===== config.mk =====
export PLATFORM = sky130hd
export DESIGN_NAME = seven_seg_capture_flat
export DESIGN_NICKNAME = d
export VERILOG_FILES = /design/src/rtl/seven_seg_capture_if.sv /design/src/rtl/seven_seg_capture.sv /design/src/flat_wrapper.sv
export SDC_FILE = /design/constraint.sdc
export NUM_CORES = 1
export LEC_CHECK = 0
export BUFFER_PORTS_ARGS = -buffer_cell sky130_fd_sc_hd__buf_2
export CORE_UTILIZATION = 52
export DETAILED_ROUTE_END_ITERATION = 16
export PLACE_DENSITY_LB_ADDON = 0.25
export SYNTH_ARGS = -nofsm -noshare
export SYNTH_HDL_FRONTEND = slang
export SYNTH_SLANG_ARGS = --single-unit
export TNS_END_PERCENT = 100

===== constraint.sdc =====
create_clock -name clk -period 2.1 [get_ports clk]
set_input_delay 0.105 -clock clk [delete_from_list [all_inputs] [get_ports clk]]
set_output_delay 0.105 -clock clk [all_outputs]
set_load 0.005 [all_outputs]

===== src/rtl/seven_seg_capture_if.sv =====
// Display-pin bus for seven_seg_capture: muxed segment/digit pins in, recovered frame out.
// master = display / pin driver side, slave = capture block.
interface seven_seg_capture_if #(
    parameter int unsigned DIGITS = 4
);
    logic [7:0]          seg_n;
    logic [DIGITS-1:0]   dig_n;
    logic [4*DIGITS-1:0] value;
    logic [DIGITS-1:0]   dp;
    logic [DIGITS-1:0]   err;
    logic                frame_valid;
    logic                frame_err;

    modport master (
        output seg_n, dig_n,
        input  value, dp, err, frame_valid, frame_err
    );

    modport slave (
        input  seg_n, dig_n,
        output value, dp, err, frame_valid, frame_err
    );
endinterface


===== src/rtl/seven_seg_capture.sv =====
// Recovers hex digits from a multiplexed common-anode 7-segment bus: synchronise, wait for a
// stable window, decode the glyph into its digit slot, publish whole frames with a strobe.
module seven_seg_capture #(
    parameter int unsigned DIGITS        = 4,
    parameter int unsigned STABLE_CYCLES = 4
) (
    input  logic               clk,
    input  logic               resetn,
    seven_seg_capture_if.slave bus
);
    localparam int unsigned PW = 8 + DIGITS;

    typedef enum logic {ST_WAIT, ST_HOLD} state_t;

    logic [PW-1:0]       r_sync1, r_s, r_p;
    logic [7:0]          r_cnt;
    state_t              r_state;
    logic [4*DIGITS-1:0] r_stg_val;
    logic [DIGITS-1:0]   r_stg_dp, r_stg_err, r_seen;
    logic [4*DIGITS-1:0] r_value;
    logic [DIGITS-1:0]   r_dp, r_err;
    logic                r_fv, r_fe;

    logic [7:0]          w_seg;
    logic [DIGITS-1:0]   w_dig_act, w_cap_mask;
    logic [6:0]          w_pat;
    logic [3:0]          w_nib;
    logic                w_bad, w_dp_lit, w_stable, w_onehot, w_window, w_full;

    assign w_seg     = r_s[PW-1:DIGITS];
    assign w_dig_act = ~r_s[DIGITS-1:0];
    assign w_pat     = ~w_seg[6:0];
    assign w_dp_lit  = ~w_seg[7];
    assign w_stable  = (r_s == r_p);
    assign w_onehot  = (w_dig_act != '0) &&
                       ((w_dig_act & (w_dig_act - DIGITS'(1))) == '0);
    // End of a stability window while waiting; the slot is captured only if exactly one digit is on.
    assign w_window  = (r_state == ST_WAIT) && (r_cnt == 8'(STABLE_CYCLES - 1)) &&
                       (w_stable || (STABLE_CYCLES == 1));
    assign w_cap_mask = (w_window && w_onehot) ? w_dig_act : '0;
    assign w_full     = &r_seen;

    // Glyph to nibble; unknown patterns flag an error and read as zero.
    always_comb begin
        w_nib = 4'h0;
        w_bad = 1'b0;
        case (w_pat)
            7'h3F: w_nib = 4'h0;
            7'h06: w_nib = 4'h1;
            7'h5B: w_nib = 4'h2;
            7'h4F: w_nib = 4'h3;
            7'h66: w_nib = 4'h4;
            7'h6D: w_nib = 4'h5;
            7'h7D: w_nib = 4'h6;
            7'h07: w_nib = 4'h7;
            7'h7F: w_nib = 4'h8;
            7'h67: w_nib = 4'h9;
            7'h77: w_nib = 4'hA;
            7'h7C: w_nib = 4'hB;
            7'h39: w_nib = 4'hC;
            7'h5E: w_nib = 4'hD;
            7'h79: w_nib = 4'hE;
            7'h71: w_nib = 4'hF;
            default: w_bad = 1'b1;
        endcase
    end

    // Synchroniser, stability counter and capture-window FSM.
    always_ff @(posedge clk or negedge resetn) begin
        if (!resetn) begin
            r_sync1 <= '1;
            r_s     <= '1;
            r_p     <= '1;
            r_cnt   <= 8'd0;
            r_state <= ST_WAIT;
        end else begin
            r_sync1 <= {bus.seg_n, bus.dig_n};
            r_s     <= r_sync1;
            r_p     <= r_s;
            if (!w_stable)
                r_cnt <= 8'd0;
            else if (r_cnt != 8'hFF)
                r_cnt <= r_cnt + 8'd1;
            case (r_state)
                ST_WAIT: if (w_window)  r_state <= ST_HOLD;
                ST_HOLD: if (!w_stable) r_state <= ST_WAIT;
                default: r_state <= ST_WAIT;
            endcase
        end
    end

    // Slot staging and frame publish; a capture during publish starts the next frame.
    always_ff @(posedge clk or negedge resetn) begin
        if (!resetn) begin
            r_stg_val <= '0;
            r_stg_dp  <= '0;
            r_stg_err <= '0;
            r_seen    <= '0;
            r_value   <= '0;
            r_dp      <= '0;
            r_err     <= '0;
            r_fv      <= 1'b0;
            r_fe      <= 1'b0;
        end else begin
            r_fv <= 1'b0;
            for (int i = 0; i < int'(DIGITS); i++) begin
                if (w_cap_mask[i]) begin
                    r_stg_val[4*i +: 4] <= w_nib;
                    r_stg_dp[i]         <= w_dp_lit;
                    r_stg_err[i]        <= w_bad;
                end
            end
            if (w_full) begin
                r_value <= r_stg_val;
                r_dp    <= r_stg_dp;
                r_err   <= r_stg_err;
                r_fe    <= |r_stg_err;
                r_fv    <= 1'b1;
                r_seen  <= w_cap_mask;
            end else begin
                r_seen  <= r_seen | w_cap_mask;
            end
        end
    end

    assign bus.value       = r_value;
    assign bus.dp          = r_dp;
    assign bus.err         = r_err;
    assign bus.frame_valid = r_fv;
    assign bus.frame_err   = r_fe;
endmodule


===== src/flat_wrapper.sv =====
// flat-port wrapper written by rule: the top's interface ports become plain ports
module seven_seg_capture_flat 
#(
    parameter int unsigned DIGITS        = 4,
    parameter int unsigned STABLE_CYCLES = 4
)
  (clk, resetn, bus_seg_n, bus_dig_n, bus_value, bus_dp, bus_err, bus_frame_valid, bus_frame_err);
  seven_seg_capture_if #(.DIGITS(DIGITS)) bus_i ();
  input  logic clk;
  input  logic resetn;
  input wire logic [$bits(bus_i.seg_n)-1:0] bus_seg_n;
  input wire logic [$bits(bus_i.dig_n)-1:0] bus_dig_n;
  output wire logic [$bits(bus_i.value)-1:0] bus_value;
  output wire logic [$bits(bus_i.dp)-1:0] bus_dp;
  output wire logic [$bits(bus_i.err)-1:0] bus_err;
  output wire logic [$bits(bus_i.frame_valid)-1:0] bus_frame_valid;
  output wire logic [$bits(bus_i.frame_err)-1:0] bus_frame_err;
  assign bus_i.seg_n = bus_seg_n;
  assign bus_i.dig_n = bus_dig_n;
  assign bus_value = bus_i.value;
  assign bus_dp = bus_i.dp;
  assign bus_err = bus_i.err;
  assign bus_frame_valid = bus_i.frame_valid;
  assign bus_frame_err = bus_i.frame_err;
  seven_seg_capture #(.DIGITS(DIGITS), .STABLE_CYCLES(STABLE_CYCLES)) u_core (.clk(clk), .resetn(resetn), .bus(bus_i));
endmodule

---- Word level (Yosys, flattened, before mapping) ----
Index checks and enable logic that the tools add are counted.
operators by class
  add/subtract/negate cells ............... 2
  multipliers ............................. 0
  div/mod/pow operators ................... 0
  magnitude comparators ................... 0
  equal/unequal tests ..................... 20
  shift operators ......................... 0
  muxes and demuxes ....................... 10
  bitwise gates (word level) .............. 6
  reductions and logical operators ........ 9
operators by type and width
  kind                                                                   number
  7-bit equality test, second input constant                             12
  4-bit one-hot mux with 15 select lines                                 1
  8-bit 2-to-1 mux                                                       2
  16-bit OR reduction                                                    1
  7-bit by 3-bit equality test with 1-bit output, second input constant  2
  7-bit by 6-bit equality test with 1-bit output, second input constant  2
  12-bit equality test                                                   1
  8-bit by 1-bit adder with 8-bit output, second input constant          1
  8-bit by 2-bit equality test with 1-bit output, second input constant  1
  4-bit 2-to-1 mux                                                       2
  8-bit != test, second input constant                                   1
  7-bit inverter                                                         1
  4-bit AND                                                              1
  1-bit logical AND                                                      4
  4-bit zero test                                                        1
  1-bit 2-to-1 mux                                                       4
  4-bit inverter                                                         1
  4-bit bitwise OR                                                       1
  4-bit AND reduction                                                    1
  4-bit nonzero test                                                     1
  4-bit OR reduction                                                     1
  4-bit by 1-bit subtractor with 4-bit output, second input constant     1
  2-bit != test, second input constant                                   1
  1-bit inverter                                                         2
  1-bit one-hot mux with 2 select lines                                  1
storage, ports and cells
  bits in registers ....................... 99
  latch bits .............................. 0
  memory bits (writable) .................. 0
  bits in read-only memories .............. 0
  output and inout bits ................... 26
  logic and storage cells ................. 70
  memories ................................ 0

---- Logic depth before layout (Yosys ltp) ----
  depth after elaboration ................. 9
  mapped depth ............................ 7
  depth with buffers taken out ............ 6

---- Worst setup path before layout ----
No wires, ideal clock.
  kind .................................... flip-flop to flip-flop
  start point ............................. reg u_core.r_s[2]
  end point ............................... reg u_core.r_stg_err[2]
  setup time .............................. 0.125 ns
  arrival time ............................ 2.081 ns
  setup slack ............................. -0.106 ns
  cell stages (with the launch flop) ...... 8
  clock period less this slack ............ 2.206 ns
  cells stage by stage .................... dfstp_2 buf_6 xor2_2 nor4_4 nand3_2 buf_2 nor4_4 mux2_2
on the way
  longest elaborated chain between the ends .. 7
RTL lines
  element                                      RTL line                  text
  start: declaration                           seven_seg_capture.sv:15   logic [PW-1:0] r_sync1, r_s, r_p;
  start signal: assignment                     seven_seg_capture.sv:78   r_s <= r_sync1;
  4-bit inverter                               seven_seg_capture.sv:31   assign w_dig_act = ~r_s[DIGITS-1:0];
  4-bit by 1-bit subtractor with 4-bit output  seven_seg_capture.sv:36   ((w_dig_act & (w_dig_act - DIGITS'(1))) == '0);
  4-bit AND                                    seven_seg_capture.sv:36
  4-bit zero test                              seven_seg_capture.sv:36
  1-bit logical AND                            seven_seg_capture.sv:35   assign w_onehot = (w_dig_act != '0) &&
  1-bit logical AND                            seven_seg_capture.sv:40   assign w_cap_mask = (w_window && w_onehot) ? w_dig_act : '0;
  4-bit 2-to-1 mux (*)                         seven_seg_capture.sv:40
  end signal: indexed assignment               seven_seg_capture.sv:110  r_stg_err[i] <= w_bad;
  end: declaration                             seven_seg_capture.sv:19   logic [DIGITS-1:0] r_stg_dp, r_stg_err, r_seen;
Every way passes the cells marked *; elsewhere a longest branch is shown, timed or not.
A chain may end at the register's enable or synchronous reset.

---- Worst setup path in the final report ----
  start point ............................. reg u_core.r_s[6]
  end point ............................... reg u_core.r_stg_err[0]
on the way
  longest elaborated chain between the ends .. 4
RTL lines
  element                                                                           RTL line                                          text
  7-bit inverter / 12-bit equality test (equally long branches)                     seven_seg_capture.sv:32, seven_seg_capture.sv:34
  7-bit by 6-bit equality test with 1-bit output, or another cell as far along      seven_seg_capture.sv:47                           case (w_pat)
  16-bit OR reduction (no source line) / 1-bit logical AND (equally long branches)  n/a
  1-bit 2-to-1 mux / 4-bit 2-to-1 mux (equally long branches)                       seven_seg_capture.sv:47, seven_seg_capture.sv:40
Several ways; a longest one is shown, not always the timed one.

==> flow_metrics.env <==
export IMPL_worst_slack_ns=-0.0237
export IMPL_grt_start_max_net_pins=44
export IMPL_detailed_place_hpwl_um=5070
export IMPL_power_switching_share_pct=24.1
export IMPL_final_standard_cell_count_with_taps_included_and_fillers_excluded=530
export IMPL_cp_num_buf_inv=0
export IMPL_cts_htree_levels=3
export IMPL_num_antenna_cells=0
export IMPL_leakagePower_nw=2.49
export IMPL_grt_pass1_wl_um=12100
export IMPL_fmax_mhz=471
export IMPL_max_buffers_root_to_sink=2
export IMPL_design_final_nets=441
export IMPL_port_buffer_count=39
export IMPL_violations_in_the_final_reports="setup timing"
export IMPL_die_width_um=89.4
export IMPL_cts_buffers=9
export IMPL_fraction_of_final_layout_cells_with_drive_strength_greater_than_1_pct=38.7
export IMPL_place_gp_congestion=0.842
export IMPL_synth_warnings=0
export IMPL_grtUsageTotal_pct=20.4
export IMPL_min_delay_path_class="primary input to async pin"
export IMPL_worst_endpoint_arrival_ns=2.37
export IMPL_postSynthAreaPerCell_um2=11.9
export IMPL_report_final_setup_viol=10
export IMPL_start_util_pct=54.2
export IMPL_edff_count_synth=0
export IMPL_netlist_area_um2=3970
export IMPL_share_of_the_clock_period_used_by_the_worst_path_pct=101
export IMPL_r2r_setup_slack_ns=-0.02
export IMPL_most_frequently_used_flop_master_after_synthesis="dfrtp_1"
export IMPL_cp_max_fo=6
export IMPL_cp_start_kind="flop"
export IMPL_growth_of_design_area_from_synthesis_to_finish_pct=26.2
export IMPL_netlist_instances=335
export IMPL_share_of_total_power_in_the_clock_network_pct=33.2
export IMPL_tritoncts="built"
export IMPL_drt_antenna_violating_nets=0
export IMPL_power_frac_comb_pct=6.8
export IMPL_run_status="finished with violations"
export IMPL_post_route_min_period_ns=2.12
export IMPL_drt_pass1_iter_count=4
export IMPL_fraction_of_post_synthesis_cell_area_in_the_top_cell_type_by_area_pct=39.7
export IMPL_clkSlewWorstSetupHoldPaths_ns=0.09
export IMPL_clkLatencyLatePin_ns=0.36
export IMPL_drt_total_wl_um=7270
export IMPL_internal_power_mw=2.51
export IMPL_synth_area_leaders="dfrtp_1 (40%), dfstp_2 (24%), nand2_1 (7.1%)"
export IMPL_syn_nets=350
export IMPL_design_portCount=40
export IMPL_fin_skew_ns=0.0151
export IMPL_timing_max_transition_violations_final=0
export IMPL_synth_seq_cells=99
export IMPL_post_dr_wirelength_cell_um=13.7
export IMPL_core_area_um2=7330
export IMPL_totalPowerFinal_mw=3.31
export IMPL_m1WireLength_um=3360
export IMPL_critPathTopFamily="simple AND/OR/NAND/NOR gates"
export IMPL_routed_wl_met3_um=226
export IMPL_first_global_vias=2649
export IMPL_worst_ep_required_time_ns=2.34
export IMPL_synth_cell_types=47
export IMPL_crit_path_max_incr_delay_ns=0.59
export IMPL_wire_length_on_met2_um=3560
export IMPL_critPathSlowestCell="or4_4"
export IMPL_crit_end_category="flop"
export IMPL_cellPowerDensity_nw_per_um2=660
export IMPL_drt_drc_violations_left=0
export IMPL_rsz0062_at_grt="yes"
export IMPL_multiInputGateArea_um2=1440
export IMPL_timing_hold_violations_final=0
export IMPL_grt_antenna_before_repair=0
export IMPL_final_fill_count=557
export IMPL_critical_path_cell_chain="xor2_1, nor4_2, nand3_2, or4_4, mux2_4"
export IMPL_vias=2723
export IMPL_yosysTopAreaCell="dfrtp_1"
export IMPL_post_synth_most_frequent_cells="nand2_1 (75), dfrtp_1 (63), dfstp_2 (36)"
export IMPL_netSwitchingPower_mw=0.799
export IMPL_floorplan_rows=31
export IMPL_die_area_um2=7990
export IMPL_synth_yosys_seq_area_share_pct=63.5
export IMPL_synth_async_sr_flop_share_pct=100
export IMPL_timing_slew_headroom_pct=62.2
export IMPL_die_height_um=89.4
export IMPL_ff_latch_area_um2=2520
export IMPL_irDropWorstVdd_mv=0.530
export IMPL_detail_route_vias_per_cell=5.14
export IMPL_grt_overflow_total=0
export IMPL_final_area_um2=5010
export IMPL_dpl_cell_area_um2=4610
export IMPL_placed_cells=500
export IMPL_timing_worst_slew_pin_value_ns=0.566
export IMPL_worstSetupPathType="flop to flop"
export IMPL_top_layer_used="met4"
export IMPL_synth_most_common_cell="nand2_1"
export IMPL_power_share_sequential_pct=60.0
export IMPL_cts_num_sinks=99
export IMPL_drt_iter0_drc=140
export IMPL_cts_root_buffer="clkbuf_8"
export IMPL_timing_max_cap_violations=0
[kinds of logic (layout without fill, tap and decap cells)]
group	count (synthesis)	in the layout	synth area share, %
flip-flops	99	99	63.5
buffers and inverters	25	121	2.71
AND/OR/NAND/NOR	140	140	17.8
AO/OA/AOI/OAI	29	29	4.82
adder cells (fa/ha/maj)	1	1	0.315
multiplexers	25	25	7.12
XOR/XNOR	16	16	3.72
[final timing paths]
| check | from | to | cells after the start |
|---|---|---|---|
| setup / recovery | u_core.r_s[6]$_DFF_PN1_ | u_core.r_stg_err[0]$_DFFE_PN0P_ | 5 |
| hold / removal | resetn | u_core.bus.value[7]$_DFFE_PN0P_ | 2 |
| hold reg to reg | u_core.r_sync1[2]$_DFF_PN1_ | u_core.r_s[2]$_DFF_PN1_ | 0 |
| min in group clk | u_core.r_sync1[2]$_DFF_PN1_ | u_core.r_s[2]$_DFF_PN1_ | 0 |
| setup reg to reg | u_core.r_s[6]$_DFF_PN1_ | u_core.r_stg_err[0]$_DFFE_PN0P_ | 5 |
| max in group asynchronous | resetn | u_core.r_p[5]$_DFF_PN1_ | 3 |
[metal layers]
layer  up-vias  GRT usage [%]
met5         -              0
met4         0           9.09
met3        10           3.97
met2        64           34.6
met1      1325           25.6
li1       1324              -
[power groups by stage]
stage          Clock [mW]  Combinational [mW]  Sequential [mW]
2_1_floorplan           0              0.0802             2.02
3_3_place_gp            0               0.189             2.02
3_5_place_dp            0               0.194             2.02
4_1_cts              1.13               0.218             1.99
5_1_grt              1.20               0.247             1.99
6_report             1.10               0.225             1.99
[through the flow]
stage	setup WS (ns)	TNS [ns]	utilization, %	hold slack [ns]
floorplan	-0.0942	-1.20	-	-0.191
global placement	-0.0772	-1.05	62.9	0.114
detailed placement	-0.148	-2.09	62.9	0.116
CTS	-0.0495	-0.742	67.7	0.265
global route	-0.102	-1.24	68.4	0.309
finish	-0.0237	-0.120	68.4	0.259
[sequential cells by signal, indices dropped and copies added, names as in the netlist]
signal                  count
u_core.r_p                 12
u_core.bus.err              4
u_core.r_seen               4
u_core.r_s                 12
u_core.r_cnt                8
u_core.r_sync1             12
u_core.bus.frame_valid      1
u_core.bus.dp               4
u_core.r_stg_dp             4
u_core.r_state              1
u_core.bus.frame_err        1
u_core.bus.value           16
u_core.r_stg_val           16
u_core.r_stg_err            4
[layout by cell type (no fill, tap or decap), types with 3 or more instances in the layout]
master,Yosys,layout
nand2_1,75,75
dfrtp_1,63,63
buf_2,5,38
buf_4,0,38
dfstp_2,36,36
nor2_1,16,16
xor2_1,13,13
dlygate4sd3_1,0,13
mux2_4,2,11
clkbuf_8,0,9
inv_1,8,8
nor3_1,9,8
o21ai_0,9,8
mux2_2,8,7
nor4_1,8,6
nand3_1,6,6
mux2i_1,5,5
a21oi_1,4,4
buf_6,1,4
nor4_4,3,3
a31oi_1,3,3
or4_4,0,3
or3_1,3,3
buf_12,0,3
[repair_timing]
item,in CTS,in global routing
hold endpoints to repair,31,0
setup buffers,1,2
hold buffers,13,0
pin swaps,2,5
endpoints found under the setup margin,23,23
resized for setup,8,14
[layout make-up]
cell class	count	share of cell area (%)
Clock inverter	7	1.02
Clock buffer	9	2.47
Tap cell	99	2.47
Inverter	8	0.599
Timing Repair Buffer	97	14.5
Sequential cell	99	50.3
Multi-Input combinational cell	211	28.7
Note: power is estimated with default switching activity, not from simulation.
